--- src/rtl/uart_pkg.sv ---
// Shared UART definitions: state encodings, frame constants and checksum helper.
`timescale 1ns/1ps
package uart_pkg;

  localparam logic [7:0] SOF_DEFAULT = 8'hA5;

  // P_RESET is the all-zero code; every other legal state is a single hot bit
  typedef enum logic [6:0] {
    P_RESET   = 7'h00,
    P_HUNT    = 7'h01,
    P_CMD     = 7'h02,
    P_LEN     = 7'h04,
    P_PAYLOAD = 7'h08,
    P_CHECK   = 7'h10,
    P_OUTPUT  = 7'h20,
    P_ERROR   = 7'h40
  } parser_state_t;

  typedef enum logic [3:0] {
    RX_IDLE  = 4'h0,
    RX_START = 4'h1,
    RX_DATA  = 4'h2,
    RX_STOP  = 4'h4,
    RX_ERROR = 4'h8
  } rx_state_t;

  typedef enum logic [3:0] {
    TX_IDLE  = 4'h0,
    TX_START = 4'h1,
    TX_DATA  = 4'h2,
    TX_STOP  = 4'h4,
    TX_ERROR = 4'h8
  } tx_state_t;

  function automatic logic [7:0] chk_add(input logic [7:0] sum, input logic [7:0] data);
    return sum + data;
  endfunction

endpackage

--- src/rtl/uart_byte_timer.sv ---
// Idle-cycle counter between accepted bytes; saturates at its limit and flags expiry.
`timescale 1ns/1ps
module uart_byte_timer #(
  parameter int TIMEOUT_CYCLES = 12_000
) (
  input  logic clk,
  input  logic rst_n,
  input  logic clear_i,
  input  logic enable_i,
  output logic expired_o
);

  localparam int CW = (TIMEOUT_CYCLES > 2) ? $clog2(TIMEOUT_CYCLES) : 1;
  localparam logic [CW-1:0] LIMIT = CW'(TIMEOUT_CYCLES - 1);

  logic [CW-1:0] count_q;
  logic [CW-1:0] count_d;

  // Next count: clear wins, otherwise count while enabled and not yet at the limit
  always_comb begin
    count_d = count_q;
    if (clear_i) begin
      count_d = '0;
    end else if (enable_i && (count_q != LIMIT)) begin
      count_d = count_q + CW'(1);
    end else begin
      count_d = count_q;
    end
  end

  // Counter register
  always_ff @(posedge clk) begin
    if (!rst_n) begin
      count_q <= '0;
    end else begin
      count_q <= count_d;
    end
  end

  assign expired_o = enable_i && (count_q == LIMIT);

endmodule

--- src/rtl/uart_frame_parser.sv ---
// Deframes SOF/CMD/LEN/payload/CHK byte streams into validated command frames.
`timescale 1ns/1ps
module uart_frame_parser
  import uart_pkg::*;
#(
  parameter int                    DATA_WIDTH     = 8,
  parameter int                    MAX_PAYLOAD    = 16,
  parameter logic [DATA_WIDTH-1:0] SOF_BYTE       = SOF_DEFAULT,
  parameter int                    TIMEOUT_CYCLES = 12_000,
  parameter int                    LEN_BITS       = $clog2(MAX_PAYLOAD + 1)
) (
  input  logic                              clk,
  input  logic                              rst_n,
  input  logic [DATA_WIDTH-1:0]             in_data,
  input  logic                              in_valid,
  output logic                              in_ready,
  output logic [DATA_WIDTH-1:0]             out_cmd,
  output logic [LEN_BITS-1:0]               out_len,
  output logic [MAX_PAYLOAD*DATA_WIDTH-1:0] out_payload,
  output logic                              out_valid,
  input  logic                              out_ready,
  output logic                              err_checksum,
  output logic                              err_length,
  output logic                              err_timeout
);

  parser_state_t                     state_q;
  logic                              in_ready_q;
  logic                              out_valid_q;
  logic                              err_chk_q;
  logic                              err_len_q;
  logic                              err_to_q;
  logic [DATA_WIDTH-1:0]             cmd_q;
  logic [LEN_BITS-1:0]               len_q;
  logic [LEN_BITS-1:0]               idx_q;
  logic [MAX_PAYLOAD*DATA_WIDTH-1:0] payload_q;
  logic [7:0]                        sum_q;

  logic       accept_s;
  logic       in_frame_s;
  logic       expired_s;
  logic [7:0] sum_next_s;

  assign accept_s   = in_valid && in_ready_q;
  assign in_frame_s = (state_q == P_CMD) || (state_q == P_LEN) ||
                      (state_q == P_PAYLOAD) || (state_q == P_CHECK);
  assign sum_next_s = chk_add(sum_q, in_data[7:0]);

  // Frozen outside the in-frame states so a stalled consumer never times out
  uart_byte_timer #(
    .TIMEOUT_CYCLES (TIMEOUT_CYCLES)
  ) u_timer (
    .clk       (clk),
    .rst_n     (rst_n),
    .clear_i   (accept_s),
    .enable_i  (in_frame_s),
    .expired_o (expired_s)
  );

  // Parser FSM with registered handshake, frame and error outputs
  always_ff @(posedge clk) begin
    if (!rst_n) begin
      state_q     <= P_RESET;
      in_ready_q  <= 1'b0;
      out_valid_q <= 1'b0;
      err_chk_q   <= 1'b0;
      err_len_q   <= 1'b0;
      err_to_q    <= 1'b0;
      cmd_q       <= '0;
      len_q       <= '0;
      idx_q       <= '0;
      payload_q   <= '0;
      sum_q       <= 8'h00;
    end else begin
      err_chk_q <= 1'b0;
      err_len_q <= 1'b0;
      err_to_q  <= 1'b0;
      case (state_q)
        P_RESET: begin
          state_q    <= P_HUNT;
          in_ready_q <= 1'b1;
        end
        P_HUNT: begin
          if (accept_s && (in_data == SOF_BYTE)) begin
            state_q   <= P_CMD;
            payload_q <= '0;
            sum_q     <= 8'h00;
            idx_q     <= '0;
          end
        end
        P_CMD: begin
          if (accept_s) begin
            cmd_q   <= in_data;
            sum_q   <= sum_next_s;
            state_q <= P_LEN;
          end else if (expired_s) begin
            err_to_q <= 1'b1;
            state_q  <= P_HUNT;
          end
        end
        P_LEN: begin
          if (accept_s) begin
            len_q <= in_data[LEN_BITS-1:0];
            sum_q <= sum_next_s;
            if (in_data > DATA_WIDTH'(MAX_PAYLOAD)) begin
              err_len_q <= 1'b1;
              state_q   <= P_HUNT;
            end else if (in_data == '0) begin
              state_q <= P_CHECK;
            end else begin
              state_q <= P_PAYLOAD;
            end
          end else if (expired_s) begin
            err_to_q <= 1'b1;
            state_q  <= P_HUNT;
          end
        end
        P_PAYLOAD: begin
          if (accept_s) begin
            payload_q[int'(idx_q)*DATA_WIDTH +: DATA_WIDTH] <= in_data;
            sum_q <= sum_next_s;
            if (idx_q == (len_q - LEN_BITS'(1))) begin
              idx_q   <= '0;
              state_q <= P_CHECK;
            end else begin
              idx_q <= idx_q + LEN_BITS'(1);
            end
          end else if (expired_s) begin
            err_to_q <= 1'b1;
            state_q  <= P_HUNT;
          end
        end
        P_CHECK: begin
          if (accept_s) begin
            if (sum_next_s == 8'h00) begin
              state_q     <= P_OUTPUT;
              in_ready_q  <= 1'b0;
              out_valid_q <= 1'b1;
            end else begin
              err_chk_q <= 1'b1;
              state_q   <= P_HUNT;
            end
          end else if (expired_s) begin
            err_to_q <= 1'b1;
            state_q  <= P_HUNT;
          end
        end
        P_OUTPUT: begin
          if (out_ready) begin
            state_q     <= P_HUNT;
            out_valid_q <= 1'b0;
            in_ready_q  <= 1'b1;
          end
        end
        P_ERROR: begin
          in_ready_q  <= 1'b0;
          out_valid_q <= 1'b0;
        end
        default: begin
          state_q     <= P_ERROR;
          in_ready_q  <= 1'b0;
          out_valid_q <= 1'b0;
        end
      endcase
    end
  end

  assign in_ready     = in_ready_q;
  assign out_valid    = out_valid_q;
  assign out_cmd      = cmd_q;
  assign out_len      = len_q;
  assign out_payload  = payload_q;
  assign err_checksum = err_chk_q;
  assign err_length   = err_len_q;
  assign err_timeout  = err_to_q;

endmodule

--- config.mk ---
export PLATFORM = sky130hd
export DESIGN_NAME = uart_frame_parser
export DESIGN_NICKNAME = d
export VERILOG_FILES = /design/src/rtl/uart_pkg.sv /design/src/rtl/uart_byte_timer.sv /design/src/rtl/uart_frame_parser.sv
export SDC_FILE = /design/constraint.sdc
export NUM_CORES = 1
export LEC_CHECK = 0
export ABC_AREA = 1
export BUFFER_PORTS_ARGS = -buffer_cell sky130_fd_sc_hd__buf_2
export CAP_MARGIN = 0
export CORE_MARGIN = 2
export CORE_UTILIZATION = 50
export DETAILED_ROUTE_END_ITERATION = 8
export GPL_TIMING_DRIVEN = 0
export PLACE_DENSITY = 0.73
export REMOVE_ABC_BUFFERS = 1
export SLEW_MARGIN = 10
export SYNTH_ARGS = -nofsm -noshare
export SYNTH_HDL_FRONTEND = slang
export SYNTH_HIERARCHICAL = 1
export SYNTH_SLANG_ARGS = --single-unit
--- constraint.sdc ---
create_clock -name clk -period 4.1 [get_ports clk]
set_input_delay 1.23 -clock clk [delete_from_list [all_inputs] [get_ports clk]]
set_output_delay 1.23 -clock clk [all_outputs]
set_load 0.1 [all_outputs]
==> Yosys cells after proc, flatten, opt, wreduce, memory -nomap -nowiden <==
Index checks and enable logic that the tools add are counted.
{ "totals": {"register_bits": 180, "latchBits": 0, "mem_bits_rw": 0, "mem_bits_ro": 0, "input_bits": 12, "out_inout_bits": 146, "memories": 0} }
{ "op_classes": {"n_addsub": 5, "multipliers": 0, "div": 0, "magnitude_cmp": 1, "n_eq_ne": 18, "n_shift": 2, "muxes": 34, "n_bitwise": 5, "reduce_logical": 27} }
{ "ops": {"columns": ["op", "n"], "rows": [
  ["two-way mux 128 bit", 2],
  ["case mux 128 bit (2 select lines)", 1],
  ["bitwise mux 128 bit", 1],
  ["variable shift 8 x 33 -> 128 bit (first input constant)", 1],
  ["variable part select 8 x 33 -> 128 bit", 1],
  ["two-way mux 7 bit", 8],
  ["case mux 7 bit (8 select lines)", 1],
  ["negation 8 -> 33 bit", 1],
  ["two-way mux 5 bit", 5],
  ["logical NOT 8 bit", 2],
  ["two-way mux 8 bit", 2],
  ["case mux 8 bit (2 select lines)", 1],
  ["adder 14 x 1 -> 14 bit (second input constant)", 1],
  ["equality test 14 bit (second input constant)", 1],
  ["inequality test 14 bit (second input constant)", 1],
  ["AND reduction 3 bit", 4],
  ["AND reduction 4 bit", 3],
  ["case mux 5 bit (2 select lines)", 1],
  ["two-way mux 1 bit", 9],
  ["adder 8 bit", 1],
  ["equality test 8 bit (second input constant)", 1],
  ["> comparator 8 x 5 -> 1 bit (second input constant)", 1],
  ["inequality test 2 bit (second input constant)", 4],
  ["OR reduction 4 bit", 2],
  ["24 further kinds", 37]
]} }

==> Longest topological paths before layout <==
{ "depth": {"depth_word": 8, "depth_mapped": 18} }

==> Cells and area by module <==
The synthesis kept the hierarchy.
{ "modules_own_cells": {"columns": ["mod", "instances", "cells_per_inst", "area_each_um2"], "rows": [
  ["uart_frame_parser", 1, 1092, 7812.5],
  ["uart_byte_timer", 1, 141, 928.4]
]} }

==> Worst setup path after synthesis <==
No wires, ideal clock.
{ "synth_timing": {"path_kind": "input -> register", "startpoint": "input in_data[0]", "endpoint": "register state_q[0]", "setup_ps": 132, "arrival_ps": 2825, "required_time_ps": 3968, "slack_ps": 1143, "stages": 15, "n_path_buf": 0, "cell_sequence": "ha_1 > inv_1 > fa_1 > inv_1 > or2_2 > nor2_1 > nand3_1 > nor2_1 > nand2_1 > nand2_1 > nand2_1 > nand2_1 > nand2_1 > nand2_1 > a21oi_1"} }
{ "synth_between": {"elab_chain_cells": 5, "word_cells_on_any_way": 12, "classes_between": "add/sub: 1; order compare: 1; eq/ne: 2; mux: 5; reduce/logical: 3"} }
{ "synth_lines": {"columns": ["element", "line_no", "source"], "rows": [
  ["start: declaration", "uart_frame_parser.sv:14", "input logic [DATA_WIDTH-1:0] in_data,"],
  ["adder 8 bit", "uart_pkg.sv:36", "return sum + data;"],
  ["logical NOT 8 bit", "uart_frame_parser.sv:135", "if (sum_next_s == 8'h00) begin"],
  ["two-way mux 6 bit", "uart_frame_parser.sv:135", null],
  ["two-way mux 7 bit", "uart_frame_parser.sv:134", "if (accept_s) begin"],
  ["case mux 7 bit (8 select lines)", "uart_frame_parser.sv:78", "case (state_q)"],
  ["end signal: assignment", "uart_frame_parser.sv:80", "state_q <= P_HUNT;"],
  ["end signal: assignment", "uart_frame_parser.sv:136", "state_q <= P_OUTPUT;"],
  ["end signal: assignment", "uart_frame_parser.sv:141", "state_q <= P_HUNT;"],
  ["end: declaration", "uart_frame_parser.sv:27", "parser_state_t state_q;"]
]} }
Several ways; a longest one is shown, not always the timed one.
A chain may end at the register's enable or synchronous reset.

==> Worst setup path after layout <==
{ "layout_timing": {"startpoint": "register idx_q[0]", "endpoint": "register payload_q[14] (netlist: out_payload[14])"} }
{ "layout_between": {"elab_chain_cells": 5, "word_cells_on_any_way": 6, "classes_between": "add/sub: 1; shift: 2; mux: 3"} }
{ "layout_lines": {"columns": ["element", "line_no", "source"], "rows": [
  ["start: declaration", "uart_frame_parser.sv:35", "logic [LEN_BITS-1:0] idx_q;"],
  ["start signal: assignment", "uart_frame_parser.sv:126", "idx_q <= idx_q + LEN_BITS'(1);"],
  ["negation 8 -> 33 bit (*)", "uart_frame_parser.sv:120", "payload_q[int'(idx_q)*DATA_WIDTH +: DATA_WIDTH] <= in_data;"],
  ["variable part select 8 x 33 -> 128 bit or variable shift 8 x 33 -> 128 bit (tied branches)", "uart_frame_parser.sv:120", null],
  ["bitwise mux 128 bit (*)", "uart_frame_parser.sv:120", null],
  ["two-way mux 128 bit (*)", "uart_frame_parser.sv:119", "if (accept_s) begin"],
  ["case mux 128 bit (2 select lines) (*)", "uart_frame_parser.sv:78", null],
  ["end signal: indexed assignment", "uart_frame_parser.sv:120", null],
  ["end: declaration", "uart_frame_parser.sv:36", "logic [MAX_PAYLOAD*DATA_WIDTH-1:0] payload_q;"]
]} }
Mark *: on every way between the ends. The rest lies on a longest branch, timed or not. The select of a mux whose other input is x is not followed.

==> key figures <==
Route
  • Routed WL: 24800 um
  • First drt pass iteration count: 5
  • First DRT Iteration DRCs: 697
  • Via count: 8736
  • WL/cell: 15.5 um
  • # DRC: 0
  • Routed Antenna Nets: 0
  • Via/cell ratio: 5.47

GRT
  • GRT overflow: 0
  • Vias in the first global route: 7861
  • First-pass GRT wire length: 38800 um
  • Initial antenna violation count: 0
  • Largest net degree at the start of global routing: 81
  • Tot GR Track Use: 0.262

Outcome
  • Run status: completed

Power
  • Pwr Total: 5.83 mW
  • NetSw: 2.63 mW
  • Clock share of power: 0.283
  • Internal power: 3.20 mW
  • Switching share of total power: 0.450
  • Power per standard cell area: 573 nW/um^2
  • Combinational group share of total power: 0.380
  • P_leak: 4.30 nW
  • Peak VDD IR: 0.426 mV
  • Sequential share of power: 0.337

STA
  • Rel. slew slack: 0.252
  • RSZ-0062 raised after global routing: no
  • Worst slew pin tran: 1120 ps
  • Final Max Tran Viols: 0
  • Worst Slack Setup Final: 443 ps
  • Final Critical Period: 3660 ps
  • Final setup skew: 8.54 ps
  • Final Hold Viols: 0
  • Fmax: 273 MHz
  • Final count of negative-setup-slack endpoints: 0
  • Period utilization: 0.892

Synth
  • FFs w/ async S/R, synth: 0
  • Post-Syn Instances: 1233
  • Leading register cell type out of synthesis: dfxtp_1
  • Post-synth EDFFs: 0
  • Number of library cell types mapped by synthesis: 43
  • Register area share after synthesis: 0.412
  • Ys Warns: 6
  • Synthesized flop and latch total: 180
  • Post-synthesis area per instance: 7.09 um^2
  • Cell Area, Synth: 8740 um^2

Final layout
  • N_diodes: 0
  • Layout cells sized above 1: 0.185
  • Fillers: 1680
  • Area growth, synth to finish: 16.5%
  • Final net count: 1383

Critical path
  • CP Class: flip-flop to flip-flop
  • Crit. End Element: flip-flop
  • Type of origin of the critical path: flip-flop
  • Crit path required time: 4460 ps
  • Crit Path Max Fanout: 32
  • Reg2Reg Setup Slack: 440 ps
  • CP arrival: 4010 ps

Floorplan
  • FP Rows: 48
  • Die height: 136 um
  • Starting Density: 0.509
  • Die area: 18600 um^2
  • Die width: 136 um
  • I/O Pins: 158
  • CORE AREA: 17200 um^2

CTS
  • Root Buffer: clkbuf_16
  • Hold_buf cts: 0
  • CTS sink count: 180
  • Clock Tree Buf Depth: 2
  • Skew-Pair Late Insertion Delay: 440 ps
  • H-tree levels: 4
  • # Post-CTS Setup Buffers: 0
  • TritonCTS Buffers: 17
  • Post-CTS Resized: 0
  • TritonCTS clock tree: done
  • Clk pin slew, worst setup/hold paths: 70 ps

Placement
  • # port buffers: 157
  • Detailed Place HPWL: 17200 um
  • DP Worst Slack: 91.2 ps
  • Gpl congestion: 0.916

Worst hold path
  • Min-Delay Path Class: flip-flop to flip-flop

Run
  • Max-cap viol count: 0
## sequential cells by signal, indices dropped and copies added (netlist names)
signal and count:
out_payload 128, u_timer/count_q 14, out_cmd 8, sum_q 8, state_q 7, idx_q 5
out_len 5, err_checksum 1, err_length 1, err_timeout 1, in_ready 1, out_valid 1
## metrics by stage
| stage | setup TNS, ps | instance area, um^2 | instances | hold WS, ps | util |
|---|---|---|---|---|---|
| global placement | -151550 | 9530 | 1562 | 438 | 0.555 |
| finish | 0 | 10200 | 1596 | 453 | 0.593 |
| floorplan | 0 | 8460 | 1180 | 449 | - |
| global route | 0 | 10200 | 1596 | 469 | 0.593 |
| detailed placement | 0 | 9590 | 1564 | 444 | 0.558 |
| CTS | 0 | 10200 | 1596 | 455 | 0.593 |
## layout by cell type, fill, tap and decap left out, types with 7 or more instances in the layout
cell type    n
inv_2       14
dfxtp_1    180
nand2_2      7
nand4_1     21
a21oi_2      9
xnor2_1      9
nand2_1    267
ha_1        12
o21ai_0     26
nor3_1      13
nor2_1      74
clkbuf_16   17
nand3_1    234
buf_2      157
a21oi_1    153
inv_1      102
## layer usage
| layer | part of all wire | global-route usage | vias up |
|---|---|---|---|
| met4 | 0.032 | 0.126 | 0 |
| li1 | - | - | 4349 |
| met2 | 0.46 | 0.420 | 329 |
| met5 | 0 | 0 | - |
| met3 | 0.072 | 0.0500 | 54 |
| met1 | 0.43 | 0.341 | 4004 |
## area by class of cell
type,count,area [um^2],area share
sequential,180,3600,0.354
tap,225,282,0.0276
multi-input combinational,879,4400,0.433
inverter,121,462,0.0453
timing repair buffer,159,841,0.0826
clock inverter,14,151,0.0149
clock buffer,18,439,0.0431
## cell families after synthesis
family                     synth area share
adders and majority gates            0.0195
xor gates and xnor gates             0.0150
and+or+nand+nor                       0.350
buffers and inverters                0.0842
DFF                                   0.412
AOI/OAI and AO/OA                     0.119
## critical path, cell delays in order (launching register included)
cell	delay, ps
dfxtp_1	650
inv_2	310
ha_1	650
inv_1	500
nor3_4	1040
nand3_1	180
a21oi_1	230
## synthesized netlist by cell type, types with 5 or more instances
cell type / instances / area share
nand4_1: 21 / 0.015
ha_1: 12 / 0.017
nor2_2: 6 / 0.0043
a21oi_1: 153 / 0.088
xor2_1: 6 / 0.0060
buf_4: 6 / 0.0052
o21ai_0: 26 / 0.015
nor3_1: 13 / 0.0074
nor2_4: 5 / 0.0064
nand2_2: 6 / 0.0043
inv_2: 14 / 0.0060
xnor2_1: 9 / 0.0090
inv_1: 103 / 0.044
nor2_1: 74 / 0.032
clkbuf_1: 25 / 0.011
a21oi_2: 9 / 0.0090
dfxtp_1: 180 / 0.41
nand3_1: 234 / 0.13
nand2_1: 268 / 0.12
buf_2: 13 / 0.0074
## worst paths after layout
check,start,endpoint,cells after the start
worst max register to register,idx_q[0],out_payload[14],6
worst max-delay path,idx_q[0],out_payload[14],6
worst min register to register,out_valid,out_valid,2
worst min-delay path,out_valid,out_valid,2
## power by group through the flow
stage / clock, mW / sequential [mW] / combinational [mW]
after global placement: 0 / 2.00 / 2.15
after detailed placement: 0 / 2.00 / 2.20
final: 1.65 / 1.97 / 2.22
after CTS: 1.66 / 1.96 / 2.20
after floorplan: 0 / 2.75 / 0.968
after global routing: 1.72 / 1.98 / 2.40
Note: power is estimated with default switching activity, not from simulation.
